$ cat config.mk
export PLATFORM = sky130hd
export DESIGN_NAME = apo_router_circ_buf
export DESIGN_NICKNAME = d
export VERILOG_FILES = /design/src/rtl/apo_router_circ_buf.sv
export SDC_FILE = /design/constraint.sdc
export NUM_CORES = 1
export LEC_CHECK = 0
export CAP_MARGIN = 10
export CORE_ASPECT_RATIO = 1.75
export CORE_MARGIN = 8
export CORE_UTILIZATION = 62
export DETAILED_ROUTE_END_ITERATION = 6
export HOLD_SLACK_MARGIN = 0.08
export PLACE_DENSITY = 0.82
export SETUP_SLACK_MARGIN = 0.3
export SLEW_MARGIN = 20
export SYNTH_ARGS = -nofsm -noshare
export SYNTH_HDL_FRONTEND = slang
export SYNTH_SLANG_ARGS = --single-unit
$ cat constraint.sdc
create_clock -name clk -period 23.3 [get_ports clk]
set_clock_uncertainty 0.15 [all_clocks]
set_input_delay 4.66 -clock clk [delete_from_list [all_inputs] [get_ports clk]]
set_output_delay 4.66 -clock clk [all_outputs]
set_load 0.02 [all_outputs]
$ cat src/rtl/apo_router_circ_buf.sv
// apo_router_circ_buf: buffered router node for a circulant NoC C(N_NODES; S1, S1+1).
// Five input FIFOs (local core + four neighbours), a round-robin arbiter and an output
// register per output (four neighbours + local eject). Valid/ready on every port.
// Optional statistics counters are enabled by defining APO_ROUTER_STATS_EN.
module apo_router_circ_buf #(
    parameter int unsigned N_NODES = 196,
    parameter int unsigned S1      = 9,
    parameter int unsigned ID_W    = 8,
    parameter int unsigned STEP_W  = 8,
    parameter int unsigned DEPTH   = 4
) (
    input  logic                  clk,
    input  logic                  rst,
    input  logic [ID_W-1:0]       router_name,
    input  logic [ID_W-1:0]       in_free_data,
    input  logic                  in_free_valid,
    output logic                  in_free_ready,
    input  logic [2*STEP_W-1:0]   in_r1R_data,
    input  logic                  in_r1R_valid,
    output logic                  in_r1R_ready,
    input  logic [2*STEP_W-1:0]   in_r2R_data,
    input  logic                  in_r2R_valid,
    output logic                  in_r2R_ready,
    input  logic [2*STEP_W-1:0]   in_r1L_data,
    input  logic                  in_r1L_valid,
    output logic                  in_r1L_ready,
    input  logic [2*STEP_W-1:0]   in_r2L_data,
    input  logic                  in_r2L_valid,
    output logic                  in_r2L_ready,
    output logic [2*STEP_W-1:0]   out_r1R_data,
    output logic                  out_r1R_valid,
    input  logic                  out_r1R_ready,
    output logic [2*STEP_W-1:0]   out_r2R_data,
    output logic                  out_r2R_valid,
    input  logic                  out_r2R_ready,
    output logic [2*STEP_W-1:0]   out_r1L_data,
    output logic                  out_r1L_valid,
    input  logic                  out_r1L_ready,
    output logic [2*STEP_W-1:0]   out_r2L_data,
    output logic                  out_r2L_valid,
    input  logic                  out_r2L_ready,
    output logic                  out_data_valid,
    input  logic                  out_data_ready,
    output logic                  drop_err
`ifdef APO_ROUTER_STATS_EN
    ,
    output logic [31:0]           fwd_count,
    output logic [31:0]           eject_count,
    output logic [15:0]           drop_count
`endif
);

    localparam int unsigned FW = 2 * STEP_W;
    localparam int unsigned AW = (DEPTH > 1) ? $clog2(DEPTH) : 1;
    localparam int unsigned NP = 5;
    localparam int unsigned KW = ID_W + 1;
    localparam int unsigned SW = ID_W + 2;
    localparam logic signed [SW-1:0] S1_S  = SW'(S1);
    localparam logic signed [SW-1:0] S1P_S = SW'(S1 + 1);

    // Ring distance -> minimal (r1, r2) step pair, signed toward the destination.
    function automatic logic [FW-1:0] local_route(input logic [ID_W-1:0] s, input logic [ID_W-1:0] nm);
        logic [KW-1:0] k, q, b;
        logic sgn;
        logic signed [SW-1:0] a, bb, r1, r2;
        if (s < nm) begin
            k = {1'b0, nm} - {1'b0, s};
            sgn = 1'b1;
        end else begin
            k = {1'b0, s} - {1'b0, nm};
            sgn = 1'b0;
        end
        if (k > KW'(N_NODES / 2)) begin
            k = KW'(N_NODES) - k;
            sgn = ~sgn;
        end
        q  = k / KW'(S1);
        b  = k % KW'(S1);
        a  = $signed({1'b0, q}) - $signed({1'b0, b});
        bb = $signed({1'b0, b});
        if (a >= bb - S1_S && a <= S1_S) begin
            r1 = a;
            r2 = bb;
        end else if (a < bb - S1_S) begin
            r1 = a + S1P_S;
            r2 = bb - S1_S;
        end else begin
            r1 = a - S1P_S;
            r2 = bb + S1_S;
        end
        if (sgn) begin
            r1 = -r1;
            r2 = -r2;
        end
        return {STEP_W'(r1), STEP_W'(r2)};
    endfunction

    // Output port (0 r1R, 1 r2R, 2 r1L, 3 r2L, 4 eject) and the decremented flit.
    function automatic logic [FW+2:0] port_sel(input logic [FW-1:0] f);
        logic signed [STEP_W-1:0] r1, r2;
        r1 = $signed(f[FW-1:STEP_W]);
        r2 = $signed(f[STEP_W-1:0]);
        if (r1 > 0)      return {3'd0, STEP_W'(r1 - 1), r2};
        else if (r1 < 0) return {3'd2, STEP_W'(r1 + 1), r2};
        else if (r2 > 0) return {3'd1, r1, STEP_W'(r2 - 1)};
        else if (r2 < 0) return {3'd3, r1, STEP_W'(r2 + 1)};
        else             return {3'd4, r1, r2};
    endfunction

    function automatic logic [2:0] rr_idx(input logic [2:0] p, input int off);
        int s;
        s = int'(p) + off;
        if (s >= int'(NP)) s = s - int'(NP);
        return 3'(s);
    endfunction

    logic [FW-1:0]  in_data [NP];
    logic [NP-1:0]  in_valid, rdy_q, push, pop, head_vis, wr_last;
    logic [FW-1:0]  mem [NP][DEPTH];
    logic [AW-1:0]  wptr [NP];
    logic [AW-1:0]  rptr [NP];
    logic [AW:0]    cnt [NP];
    logic [AW:0]    cnt_nxt [NP];
    logic [FW-1:0]  head [NP];
    logic [2:0]     port [NP];
    logic [FW-1:0]  nflit [NP];
    logic [NP-1:0]  req [NP];
    logic [NP-1:0]  gnt_v, load_ok, o_ready, ov;
    logic [2:0]     gidx [NP];
    logic [2:0]     ptr [NP];
    logic [FW-1:0]  od [4];
    logic           drop_now, drop_q;

    assign in_data[0] = FW'(in_free_data);
    assign in_data[1] = in_r1R_data;
    assign in_data[2] = in_r2R_data;
    assign in_data[3] = in_r1L_data;
    assign in_data[4] = in_r2L_data;
    assign in_valid   = {in_r2L_valid, in_r1L_valid, in_r2R_valid, in_r1R_valid, in_free_valid};
    assign o_ready    = {out_data_ready, out_r2L_ready, out_r1L_ready, out_r2R_ready, out_r1R_ready};
    assign push       = in_valid & rdy_q;
    assign load_ok    = ~ov | o_ready;

    // FIFO occupancy bookkeeping and head visibility (newest entry hidden for one route cycle).
    always_comb begin
        for (int i = 0; i < int'(NP); i++) begin
            cnt_nxt[i]  = cnt[i] + (AW+1)'(push[i]) - (AW+1)'(pop[i]);
            head[i]     = mem[i][rptr[i]];
            head_vis[i] = (cnt[i] != '0) && !(cnt[i] == (AW+1)'(1) && wr_last[i]);
        end
    end

    // FIFO pointers, counts and registered ready.
    always_ff @(posedge clk or posedge rst) begin
        if (rst) begin
            for (int i = 0; i < int'(NP); i++) begin
                wptr[i] <= '0;
                rptr[i] <= '0;
                cnt[i]  <= '0;
            end
            wr_last <= '0;
            rdy_q   <= '0;
        end else begin
            for (int i = 0; i < int'(NP); i++) begin
                if (push[i]) wptr[i] <= wptr[i] + AW'(1);
                if (pop[i])  rptr[i] <= rptr[i] + AW'(1);
                cnt[i]     <= cnt_nxt[i];
                rdy_q[i]   <= (cnt_nxt[i] != (AW+1)'(DEPTH));
            end
            wr_last <= push;
        end
    end

    // FIFO storage.
    always_ff @(posedge clk) begin
        for (int i = 0; i < int'(NP); i++)
            if (push[i]) mem[i][wptr[i]] <= in_data[i];
    end

    // Route compute on every head and request vectors per output.
    always_comb begin
        drop_now = head_vis[0] && ({1'b0, head[0][ID_W-1:0]} >= KW'(N_NODES));
        {port[0], nflit[0]} = port_sel(local_route(head[0][ID_W-1:0], router_name));
        for (int i = 1; i < int'(NP); i++) {port[i], nflit[i]} = port_sel(head[i]);
        for (int o = 0; o < int'(NP); o++)
            for (int i = 0; i < int'(NP); i++)
                req[o][i] = head_vis[i] && (port[i] == 3'(o)) && !(i == 0 && drop_now);
    end

    // Round-robin grant per output, only when its register can load.
    always_comb begin
        pop = '0;
        pop[0] = drop_now;
        for (int o = 0; o < int'(NP); o++) begin
            gnt_v[o] = 1'b0;
            gidx[o]  = '0;
            for (int off = 0; off < int'(NP); off++) begin
                if (!gnt_v[o] && load_ok[o] && req[o][rr_idx(ptr[o], off)]) begin
                    gnt_v[o] = 1'b1;
                    gidx[o]  = rr_idx(ptr[o], off);
                end
            end
            if (gnt_v[o]) pop[gidx[o]] = 1'b1;
        end
    end

    // Output registers, arbiter pointers and drop pulse.
    always_ff @(posedge clk or posedge rst) begin
        if (rst) begin
            ov     <= '0;
            drop_q <= 1'b0;
            for (int o = 0; o < int'(NP); o++) ptr[o] <= '0;
            for (int o = 0; o < 4; o++) od[o] <= '0;
        end else begin
            for (int o = 0; o < int'(NP); o++) begin
                if (gnt_v[o]) begin
                    ov[o]  <= 1'b1;
                    ptr[o] <= rr_idx(gidx[o], 1);
                end else if (o_ready[o]) begin
                    ov[o]  <= 1'b0;
                end
            end
            for (int o = 0; o < 4; o++)
                if (gnt_v[o]) od[o] <= nflit[gidx[o]];
            drop_q <= drop_now;
        end
    end

    assign in_free_ready  = rdy_q[0];
    assign in_r1R_ready   = rdy_q[1];
    assign in_r2R_ready   = rdy_q[2];
    assign in_r1L_ready   = rdy_q[3];
    assign in_r2L_ready   = rdy_q[4];
    assign out_r1R_data   = od[0];
    assign out_r2R_data   = od[1];
    assign out_r1L_data   = od[2];
    assign out_r2L_data   = od[3];
    assign out_r1R_valid  = ov[0];
    assign out_r2R_valid  = ov[1];
    assign out_r1L_valid  = ov[2];
    assign out_r2L_valid  = ov[3];
    assign out_data_valid = ov[4];
    assign drop_err       = drop_q;

`ifdef APO_ROUTER_STATS_EN
    logic [2:0] fwd_n;

    // Number of neighbour-output transfers this cycle.
    always_comb begin
        fwd_n = '0;
        for (int o = 0; o < 4; o++) fwd_n = fwd_n + 3'(ov[o] & o_ready[o]);
    end

    // Saturating statistics counters.
    always_ff @(posedge clk or posedge rst) begin
        if (rst) begin
            fwd_count   <= '0;
            eject_count <= '0;
            drop_count  <= '0;
        end else begin
            if (fwd_count > 32'hFFFF_FFFF - 32'(fwd_n)) fwd_count <= '1;
            else                                        fwd_count <= fwd_count + 32'(fwd_n);
            if (ov[4] && o_ready[4] && eject_count != '1) eject_count <= eject_count + 32'd1;
            if (drop_now && drop_count != '1)             drop_count  <= drop_count + 16'd1;
        end
    end
`endif

endmodule

# Yosys cells after proc, flatten, opt, wreduce, memory -nomap -nowiden
# Memories as Yosys holds them, arrays and structs flattened.
# Cells that the tools add are included.
op_classes:
  addsub: 105
  div: 2
  order_cmp: 110
  n_eq_ne: 30
  mux: 232
  bitwise: 23
  reduce_logical: 138
op_table:
  columns: ["cell", "n"]
  rows:
  - ["$mux W19", 20]
  - ["$mux W16", 21]
  - ["$mux W64", 5]
  - ["$bmux W16 S3", 4]
  - ["$mux W3", 55]
  - ["$bmux W16 S2", 5]
  - ["$demux W16 S2", 5]
  - ["$lt A3 B4 Y1 const B", 30]
  - ["$ge A4 B3 Y1 const B", 25]
  - ["$logic_and A1 B1 Y1", 97]
  - ["$sub A3 B3 Y3 const B", 30]
  - ["$add A8 B2 Y8 const B", 10]
  - ["$gt A8 B1 Y1 const B", 10]
  - ["$lt A8 B1 Y1 const B", 10]
  - ["$sub A8 B2 Y8 const B", 10]
  - ["$bmux W1 S3", 25]
  - ["$mux W1", 72]
  - ["$mux W8", 8]
  - ["$ge A3 B3 Y1 const B", 15]
  - ["$add A3 B1 Y4 const B", 10]
  - ["$add A3 B2 Y4 const B", 10]
  - ["$eq A3 B1 Y1 const B", 10]
  - ["$eq A3 B2 Y1 const B", 10]
  - ["$not A2 Y3", 10]
  - ["other kinds (38)", 133]
totals:
  regBits: 130
  ramBits: 320
  in_bits: 92
  output_inout_bits: 75
  wordCells: 673
  memories: 1
memory_table:
  columns: ["name", "depth", "width", "rd", "rd_ports_with_merged_regs", "wr", "line_no", "rtl"]
  rows:
  - ["mem", 5, 64, 5, 0, 5, "119", "logic [FW-1:0] mem [NP][DEPTH];"]

# Logic depth before layout (Yosys ltp)
depth:
  word_depth: 59
  depth_mapped: 78
  depth_no_buf: 73

# Worst setup path after synthesis
# Ideal clock, no wire load.
synth_timing:
  path_type: "in2reg"
  from: "input port router_name[2]"
  to: "register rdy_q[3]"
  setup_ns: 0.125
  arrival_ns: 19.460
  required_time_ns: 23.025
  setup_slack_ns: 3.565
  stages: 73
  n_path_buf: 4
  path_cell_list: "inv_1 -> ha_1 -> buf_4 -> nand3b_2 -> a2111oi_4 -> nor2_1 -> buf_6 -> mux2i_2 -> inv_2 -> ha_1 -> nor2_1 -> o311a_1 -> or3_4 -> a21oi_4 -> a21oi_1 -> a311oi_4 -> inv_4 -> ha_1 -> [... 37 more ...] -> xor2_1 -> or3_1 -> buf_2 -> nor2_4 -> a31oi_2 -> a211oi_4 -> nor4b_4 -> or4_1 -> and2_1 -> buf_6 -> a221oi_2 -> inv_1 -> ha_1 -> inv_1 -> ha_1 -> fa_1 -> xnor2_1 -> nand2_1"
synth_lines:
  columns: ["element", "line_no", "rtl"]
  rows:
  - ["start: declaration", "14", "input logic [ID_W-1:0] router_name,"]
  - ["end signal: indexed assignment", "168", "rdy_q[i] <= (cnt_nxt[i] != (AW+1)'(DEPTH));"]
  - ["end: declaration", "118", "logic [NP-1:0] in_valid, rdy_q, push, pop, head_vis, wr_last;"]

==> results.md <==
- Result of the run: finished, violations left
- Violations in the final reports: design-rule violations
- First-pass iteration count of the detailed router: 7
- Final-layout fill cell count: 3,336
- Layout cell share with drive strength beyond 1: 11.1%
- Boundary pin count: 167
- Stages on the worst setup path: 72
- First-pass GRT wire length: 171,000 um
- Count of cells along the worst register-to-register path: 71
- Depth of the CTS H-tree: 2
- Post-Place Cells: 3,836
- Total number of placement rows: 107
- Area of the core region: 48,300 um2
- Simple logic cell fraction of the synthesized area: 15.7%
- Number of DRC markers after the initial detailed-route iteration: 3,608
- Critical path's most frequent cell: sky130_fd_sc_hd__ha_1
- Detailed Place HPWL: 82,600 um
- List of most frequent post-synthesis cells: sky130_fd_sc_hd__edfxtp_1, sky130_fd_sc_hd__nand2_1, sky130_fd_sc_hd__nor2_1, sky130_fd_sc_hd__o21ai_0
- Library cell used as clock root buffer: sky130_fd_sc_hd__clkbuf_16
- Area fraction in compound gates after synthesis: 20.2%
- Overall global routing resource usage: 40.2%
- Critical path fanouts, max: 12
- Via count of the first global-routing pass: 28,100
- Cell type with the highest aggregate area in the netlist: sky130_fd_sc_hd__edfxtp_1
- Final weighted congestion in routability-driven placement: 1.09
- Maximum single-stage delay on the critical path: 0.60 ns
- Adder and majority cell fraction of the synthesized area: 7.30%
- Area enclosed by the die boundary: 56,200 um2
- CTS max path bufs: 3
- Number of nets with antenna violations after detailed routing: 0
- Via Count: 27,900
- Relative max-transition margin: 13.4%
- Crit path capture type: register
- GRT Max-Usage Layer: met2
- WHS Path Cells: 2
- TritonCTS Sinks: 418
- CTS clk-pin slew, worst paths: 0.08 ns
- Die W: 183 um
- Cells after Synth: 3,036
- Slowest cell on the critical path: sky130_fd_sc_hd__or4b_2
- Number of synthesized flops with an enable pin: 288
- Crit path required time: 23.61 ns
- Post-Synthesis Cell Area: 30,100 um2
- Post-synthesis sequential area ratio: 39.5%
- Sum Neg Setup Slack: 0 ns
- Post-layout net count: 3,490
- Maximum number of pins on one net before global-route repair: 67
- Warnings from Yosys: 0
- Startpoint class of the critical path: primary input
- Share of flip-flops with an asynchronous set or reset: 31.1%
- Final worst path period share: 94.6%
- Dominant delay contributor by cell family on the critical path: compound AO/OA/AOI/OAI gates
- Post-route insts no fill: 3,915
- Tightest Hold Check Type: register to register
- Class of the most critical setup path: primary input to register
- Multiplexer area fraction after synthesis: 8.05%
- Post-Syn Nets: 3,295
- Transition time at the pin with the least slew margin: 1.29 ns
- Pins Over Slew Limit: 0
- Synth Area in XOR/XNOR: 5.31%
- Detail-routed net length per standard cell: 29.0 um
- Met3 Track Usage GR: 8.44%
- Main combinational cell family by area after synthesis: compound AO/OA/AOI/OAI gates
- Post-route DRC violation count: 1
- Global-route met1 utilization: 41.2%
- Synth Register Bits: 418
- Met2 routing resource usage after global routing: 70.3%
- Distinct cell type count of the synthesized netlist: 124
- Time the final worst path needs with I/O delays and setup: 22.05 ns
- Drt via density: 7.14
- Worst-Skew Late Latency: 0.58 ns
- Count of port buffers added during placement: 166
- Area share of the largest cell type after synthesis: 28.7%
- Antenna violations before repair: 2
- Starting density of the core: 62.3%
- Post-Syn Area per Cell: 9.92 um2
- Most used DFF post-synth: sky130_fd_sc_hd__edfxtp_1
- Layout-stage area growth over the synthesis result: 13.8%
- Number of maximum-capacitance constraint violations: 0
- Most frequent cell after synthesis: sky130_fd_sc_hd__edfxtp_1
- Setup violations, final: 0
- Detailed-route wire length: 114,000 um
- CTS buffer count: 37
- Top post-synthesis cells by area: sky130_fd_sc_hd__edfxtp_1, sky130_fd_sc_hd__dfrtp_1, sky130_fd_sc_hd__ha_1
- Overflow left after global routing: 0
- Die Y: 308 um
- Hold Vio Cnt, Final: 0
- Buffers and inverters on the worst path: 12
- Arrival time at the worst endpoint: 22.36 ns
- Fmax: 45.4 MHz
- Unrepaired setup endpoints after global routing: no
- TritonCTS clock tree: built
[tightest hold or removal path, delay by kind of cell, from the launching register on]
family / cells / cell delay (ns)
AO/OA/AOI/OAI: 1 / 0.06
AND/OR/NAND/NOR: 1 / 0.05
flip-flops: 1 / 0.34
[layout by cell type (no fill, tap or decap), drive strengths merged, types with 31 or more instances in the layout]
master,count
dfrtp,130
o22ai,70
nor3,82
nor2,227
ha,154
clkbuf,49
inv,177
edfxtp,288
o21ai,217
and2,36
xnor2,128
nand3,76
a31oi,43
a21oi,174
clkdlybuf4s50,166
mux2i,67
nand2,255
and3,45
nor2b,31
a21o,32
nand2b,37
buf,105
mux4,69
xor2,52
[worst paths after layout]
path                                  from               to  slack [ns]
setup reg to reg                   rptr[8]         rdy_q[2]        4.43
hold reg to reg            out_r2L_data[8]  out_r2L_data[8]        0.33
max in group asynchronous              rst          rptr[4]       17.12
setup / recovery            router_name[5]         rdy_q[2]        1.25
min in group asynchronous              rst         rdy_q[3]        4.44
hold / removal             out_r2L_data[8]  out_r2L_data[8]        0.33
[cell families after synthesis]
kind of cell,Yosys count
simple gates,947
compound gates,875
flops,418
mux,152
xor+xnor,180
buf+inv,296
fa+ha+maj,168
[state kept, by name, indices dropped and copies added (netlist names)]
name,flops
cnt,15
drop_err,1
mem,288
out_r1L_data,16
out_r1R_data,16
out_r2L_data,16
out_r2R_data,16
ov,5
ptr,15
rdy_q,5
rptr,10
wptr,10
wr_last,5
[metrics by stage]
stage          cell area [um2]  hold WS (ns)  setup slack (ns)  utilization [%]
2_1_floorplan            30100         0.348              3.56                -
3_3_place_gp             32900         0.316              1.06             68.0
3_5_place_dp             32900         0.322             0.540             68.0
4_1_cts                  34100         0.336             0.987             70.5
5_1_grt                  34300         0.352             0.108             70.9
6_report                 34300         0.330              1.25             70.9
[layout make-up]
| cell class | instances | area, um2 | share of cell area [%] |
|---|---|---|---|
| diodes | 3 | 7.51 | 0.0219 |
| repair buffers | 272 | 2460 | 7.17 |
| clock inverters | 18 | 198 | 0.577 |
| flip-flops and latches | 418 | 11900 | 34.7 |
| clock buffers | 48 | 988 | 2.89 |
| well taps | 654 | 818 | 2.39 |
| inverters | 180 | 683 | 1.99 |
| multi-input cells | 2322 | 17200 | 50.2 |
[metal layers]
metal / up-vias / part of all wire [%]
met2: 2040 / 50
met4: 0 / 9.6
li1: 11900 / -
met5: - / 0
met3: 654 / 8.8
met1: 13300 / 31
[what timing repair did]
| item | 4_1_cts | 5_1_grt |
|---|---|---|
| buffers inserted | 0 | 9 |
| endpoints found under the hold margin | 0 | 0 |
| setup endpoints to repair | 0 | 35 |
| gates resized for setup | 0 | 15 |
| hold buffers | 0 | 0 |
Power is not shown: default switching activity piles up to over one toggle a cycle in this logic, so the estimate is an artifact.
